**config.mk**
```make
export PLATFORM = sky130hd
export DESIGN_NAME = lc3_mem_ctrl
export DESIGN_NICKNAME = d
export VERILOG_FILES = /design/src/rtl/lc3_mem_ctrl.sv
export SDC_FILE = /design/constraint.sdc
export NUM_CORES = 1
export LEC_CHECK = 0
export ABC_AREA = 1
export ABC_CLOCK_PERIOD_IN_PS = 2300
export CORE_MARGIN = 2
export CORE_UTILIZATION = 44
export CTS_CLUSTER_DIAMETER = 40
export DETAILED_ROUTE_END_ITERATION = 8
export PLACE_DENSITY = 0.82
export SYNTH_ARGS = -nofsm -noshare
export SYNTH_HDL_FRONTEND = slang
export SYNTH_SLANG_ARGS = --single-unit
```
**constraint.sdc**
```tcl
create_clock -name Clk -period 2.3 [get_ports Clk]
set_input_delay 0.23 -clock Clk [delete_from_list [all_inputs] [get_ports Clk]]
set_output_delay 0.23 -clock Clk [all_outputs]
set_load 0.01 [all_outputs]
```
**src/rtl/lc3_mem_ctrl.sv**
```systemverilog
// lc3_mem_ctrl: memory-side stage behind the LC-3 datapath.
// Runs a four-phase handshaked access for each request, either to the
// off-chip 16-bit SRAM or to the switch/hex I/O word at IO_ADDR. Every
// output is a flop.
//
// Ports:
//   Clk, Reset              clock, asynchronous active-low reset
//   Mem_Req, Mem_WE         request and direction (1 = write) from the control FSM
//   MAR, MDR                address and write data, captured when the request is accepted
//   Switches                board switch word, returned on I/O reads
//   Data_from_SRAM          SRAM DQ read value
//   MDR_In                  read data to the datapath MDR mux
//   Mem_Ready               transaction complete, held until Mem_Req drops
//   SRAM_ADDR, SRAM_*_N     SRAM address and active-low strobes
//   Data_to_SRAM            SRAM write data
//   SRAM_DQ_OE              1 = top level drives DQ with Data_to_SRAM
//   HEX_Data                last word written to IO_ADDR
module lc3_mem_ctrl #(
    parameter int unsigned WAIT_CYCLES = 2,
    parameter logic [15:0] IO_ADDR     = 16'hFFFF
) (
    input  logic        Clk,
    input  logic        Reset,
    input  logic        Mem_Req,
    input  logic        Mem_WE,
    input  logic [15:0] MAR,
    input  logic [15:0] MDR,
    input  logic [15:0] Switches,
    input  logic [15:0] Data_from_SRAM,
    output logic [15:0] MDR_In,
    output logic        Mem_Ready,
    output logic [19:0] SRAM_ADDR,
    output logic        SRAM_CE_N,
    output logic        SRAM_OE_N,
    output logic        SRAM_WE_N,
    output logic        SRAM_UB_N,
    output logic        SRAM_LB_N,
    output logic [15:0] Data_to_SRAM,
    output logic        SRAM_DQ_OE,
    output logic [15:0] HEX_Data
);

    localparam int unsigned CNT_W  = 4;
    localparam int unsigned DATA_W = 16;
    localparam int unsigned ADDR_W = 20;

    typedef enum logic [1:0] {
        S_IDLE   = 2'd0,
        S_SETUP  = 2'd1,
        S_ACCESS = 2'd2,
        S_DONE   = 2'd3
    } state_e;

    state_e              state_q, state_d;
    logic [CNT_W-1:0]    cnt_q, cnt_d;
    logic [DATA_W-1:0]   addr_q, addr_d;
    logic [DATA_W-1:0]   data_q, data_d;
    logic                we_q, we_d;
    logic [DATA_W-1:0]   mdr_in_q, mdr_in_d;
    logic [DATA_W-1:0]   hex_q, hex_d;

    logic                mem_ready_q, mem_ready_d;
    logic [ADDR_W-1:0]   sram_addr_q, sram_addr_d;
    logic                ce_n_q, ce_n_d;
    logic                oe_n_q, oe_n_d;
    logic                we_n_q, we_n_d;
    logic                dq_oe_q, dq_oe_d;
    logic                sram_active;

    // State register
    always_ff @(posedge Clk or negedge Reset) begin
        if (!Reset) begin
            state_q <= S_IDLE;
        end else begin
            state_q <= state_d;
        end
    end

    // Next state, request capture and read/I-O data updates
    always_comb begin
        state_d  = state_q;
        cnt_d    = cnt_q;
        addr_d   = addr_q;
        data_d   = data_q;
        we_d     = we_q;
        mdr_in_d = mdr_in_q;
        hex_d    = hex_q;
        unique case (state_q)
            S_IDLE: begin
                if (Mem_Req) begin
                    addr_d = MAR;
                    data_d = MDR;
                    we_d   = Mem_WE;
                    // I/O word is serviced on the capture edge; it never reaches SRAM
                    if (MAR == IO_ADDR) begin
                        state_d = S_DONE;
                        if (Mem_WE) begin
                            hex_d = MDR;
                        end else begin
                            mdr_in_d = Switches;
                        end
                    end else begin
                        state_d = S_SETUP;
                        cnt_d   = CNT_W'(WAIT_CYCLES - 1);
                    end
                end
            end
            S_SETUP: begin
                state_d = S_ACCESS;
            end
            S_ACCESS: begin
                if (cnt_q == '0) begin
                    state_d = S_DONE;
                    if (!we_q) begin
                        mdr_in_d = Data_from_SRAM;
                    end
                end else begin
                    cnt_d = cnt_q - CNT_W'(1);
                end
            end
            S_DONE: begin
                if (!Mem_Req) begin
                    state_d = S_IDLE;
                end
            end
            default: begin
                state_d = S_IDLE;
            end
        endcase
    end

    // Strobe values for the upcoming state, so the flopped strobes track state_q exactly
    always_comb begin
        sram_active = (state_d == S_SETUP) || (state_d == S_ACCESS);
        mem_ready_d = (state_d == S_DONE);
        ce_n_d      = !sram_active;
        oe_n_d      = !(sram_active && !we_d);
        // WE held off during SETUP to give address setup ahead of the write strobe
        we_n_d      = !((state_d == S_ACCESS) && we_d);
        dq_oe_d     = sram_active && we_d;
        sram_addr_d = sram_active ? {4'b0, addr_d} : '0;
    end

    // Datapath and output registers
    always_ff @(posedge Clk or negedge Reset) begin
        if (!Reset) begin
            cnt_q       <= '0;
            addr_q      <= '0;
            data_q      <= '0;
            we_q        <= 1'b0;
            mdr_in_q    <= '0;
            hex_q       <= '0;
            mem_ready_q <= 1'b0;
            sram_addr_q <= '0;
            ce_n_q      <= 1'b1;
            oe_n_q      <= 1'b1;
            we_n_q      <= 1'b1;
            dq_oe_q     <= 1'b0;
        end else begin
            cnt_q       <= cnt_d;
            addr_q      <= addr_d;
            data_q      <= data_d;
            we_q        <= we_d;
            mdr_in_q    <= mdr_in_d;
            hex_q       <= hex_d;
            mem_ready_q <= mem_ready_d;
            sram_addr_q <= sram_addr_d;
            ce_n_q      <= ce_n_d;
            oe_n_q      <= oe_n_d;
            we_n_q      <= we_n_d;
            dq_oe_q     <= dq_oe_d;
        end
    end

    assign MDR_In       = mdr_in_q;
    assign Mem_Ready    = mem_ready_q;
    assign SRAM_ADDR    = sram_addr_q;
    assign SRAM_CE_N    = ce_n_q;
    assign SRAM_OE_N    = oe_n_q;
    assign SRAM_WE_N    = we_n_q;
    assign SRAM_UB_N    = ce_n_q;
    assign SRAM_LB_N    = ce_n_q;
    assign Data_to_SRAM = data_q;
    assign SRAM_DQ_OE   = dq_oe_q;
    assign HEX_Data     = hex_q;

endmodule

```
==> results.yml <==
sta:
  max_slew_margin: 0.594
  fin_skew_ns: 0.00782
  fin_crit_sh: 0.863
  setup_tns_ns: 0
  max_freq_ghz: 0.504
  whs_ns: 0.412
  rsz0062_at_grt: "no"
  hold_viol_final: 0
  tightestPinTransition_ns: 0.609
  finalSetupViolations: 0
  drv_slew: 0
  fin_crit_ns: 1.99
synth:
  yosysSeqAreaShare: 0.598
  synth.avg_cell_area_um2: 8.89
  yosysWarnings: 0
  synth_area_leaders: "dfrtp_1 58%, nand2_1 14%, o21ai_0 5.3%"
  synth_top_area_cell: "dfrtp_1"
  ys_types: 26
  ys_ff_latch: 92
  syn_inst: 434
  synth_top_area_frac: 0.578
  synth_area_um2: 3860
pwr:
  internal_power_uw: 4180
  clockPowerShare: 0.149
  combPwrFrac: 0.471
  power_switching_uw: 2510
  power_switching_share: 0.375
  vdd.ir_drop.worst_mv: 0.608
  p_total_uw: 6690
  pwr_density_cell_nw_per_um2: 1210
  p_leak_uw: 0.00267
  pwr-share-seq: 0.380
floorplan:
  die-area_um2: 9530
  rows: 34
  die-width_um: 97.6
  ios: 143
  core_area_um2: 8590
  initial_utilization: 0.449
  die-height_um: 97.6
worst_setup_path:
  arrival_ns: 2.27
  crit_slowest_cell: "ha_1"
  critPathKind: "reg2reg"
  cpPeakStageDelay_ns: 0.37
  required_ns: 2.58
  critPathMaxFanout: 18
  path_cells: "inv_1, ha_1, nand2_1, nor2_2, inv_1, o21ai_0, ha_1, clkinvlp_4, nor2_1"
  startpoint_type: "register"
  endpoint_kind: "register"
detailed_routing:
  avgViaCountPerCell: 4.69
  wl_per_cell_um: 13.0
  dr_total_vias: 3215
  wl_mm: 8.92
  drc: 0
  dr.first_iter.drc_count: 102
  dr.pass1.iters: 4
  final_antenna_net_count: 0
clock_tree:
  cts.sinks: 92
  cts_inserted_buffers: 9
  cts_tree: "built"
  cts_buffer_depth: 2
  h-tree-depth: 3
  cts.clk_slew.worst_paths_ns: 0.09
  clkLatencyLatePin_ns: 0.35
  cts-root-buf: "clkbuf_8"
  cts_setup_buffers: 0
status:
  status: "finished, final reports clean"
grt:
  grt_pass1_wl_mm: 15.3
  grt_usage: 0.197
  antenna_found_initial: 0
  overflow: 0
  grt_max_degree: 49
  grt_pass1_vias: 3271
finish:
  final_common_cell: "nand2_1"
  layout-drive-gt1-share: 0.0986
  layout_common_cells: "148 x nand2_1, 137 x clkdlybuf4s50_1, 89 x dfrtp_1"
  syn2layout_area_growth_pct: 42.9
  num-nets-final: 645
  diodes: 0
  nFillCells: 703
placed_design:
  place_congestion: 0.848
  numPortBuffers: 138
  hpwl_mm: 6.51
hold_path:
  hp-class: "in2async"
job:
  cap_violations: 0
==> metal layers <==
layer | routed length [um] | part of all wire | global-route usage
met5 | 0 | 0 | 0
met4 | 96 | 0.011 | 0.0491
met3 | 933 | 0.10 | 0.0827
met2 | 4090 | 0.46 | 0.311
met1 | 3810 | 0.43 | 0.253
==> cells by family after synthesis <==
family                     synth area share
AOI/OAI and AO/OA                    0.0672
xor gates and xnor gates            0.00227
adders and majority gates            0.0130
buffers and inverters                0.0756
DFF                                   0.598
other                              0.000972
and+or+nand+nor                       0.243
==> timing repair <==
item                                    CTS  global route
endpoints found under the hold margin    44             0
resized for setup                         0             1
endpoints found under the setup margin    0            12
hold buffers                              1             0
==> state kept, by name (all words and copies together) (netlist names), 2 cells and up <==
signal        count
addr_q           16
HEX_Data         16
state_q           2
cnt_q             4
MDR_In           16
SRAM_ADDR        16
Data_to_SRAM     16
==> worst max-delay path, delay by kind of cell, from the launching register on <==
| family | cells | cell delay, ns |
|---|---|---|
| adder cells (fa/ha/maj) | 2 | 0.58 |
| buffers and inverters | 3 | 0.44 |
| AND/OR/NAND/NOR | 3 | 0.39 |
| flip-flops | 1 | 0.35 |
| AO/OA/AOI/OAI | 1 | 0.14 |
==> area by class of cell <==
class                      count  area, um2  share of cell area
multi-input combinational    279       1270               0.230
timing repair buffer         146       1440               0.262
sequential                    92       2310               0.418
tap                          108        135              0.0245
clock inverter                 6       47.5             0.00863
clock buffer                  10        138              0.0250
inverter                      45        173              0.0313
==> through the flow <==
step | instances | worst slack [ns] | util | instance area (um2)
2_1_floorplan | 437 | 0.322 | - | 3870
3_3_place_gp | 669 | 0.140 | 0.618 | 5310
3_5_place_dp | 669 | 0.00493 | 0.618 | 5310
4_1_cts | 686 | 0.168 | 0.641 | 5510
5_1_grt | 686 | 0.123 | 0.641 | 5510
6_report | 686 | 0.315 | 0.641 | 5510
==> Yosys cell counts (all sizes together) <==
cell type  count
inv           44
conb           1
buf           12
a21oi          1
nor2          31
o21ai         50
or2           17
nand2        152
dfrtp         89
nand3         19
clkbuf         9
clkinv         1
xor2           1
ha             4
dfstp          3
==> power by group through the flow <==
stage / registers (uW) / clock network [uW] / logic, uW
floorplan: 2750 / 0 / 1590
global placement: 2550 / 0 / 3060
detailed placement: 2570 / 0 / 3160
CTS: 2540 / 1030 / 3170
global route: 2610 / 1090 / 3550
finish: 2540 / 999 / 3150
==> worst paths after layout <==
| path | start | end | slack, ns | cells past startpoint |
|---|---|---|---|---|
| hold reg to reg | MDR_In[4] | MDR_In[4] | 0.47 | 2 |
| setup reg to reg | cnt_q[0] | SRAM_ADDR[4] | 0.31 | 9 |
| max in group asynchronous | Reset | SRAM_WE_N | 1.17 | 3 |
| min in group Clk | MDR[10] | HEX_Data[10] | 0.44 | 3 |
| setup / recovery | cnt_q[0] | SRAM_ADDR[4] | 0.31 | 9 |
| hold / removal | Reset | MDR_In[8] | 0.41 | 2 |
No activity file was read; power rests on OpenSTA's default activity.
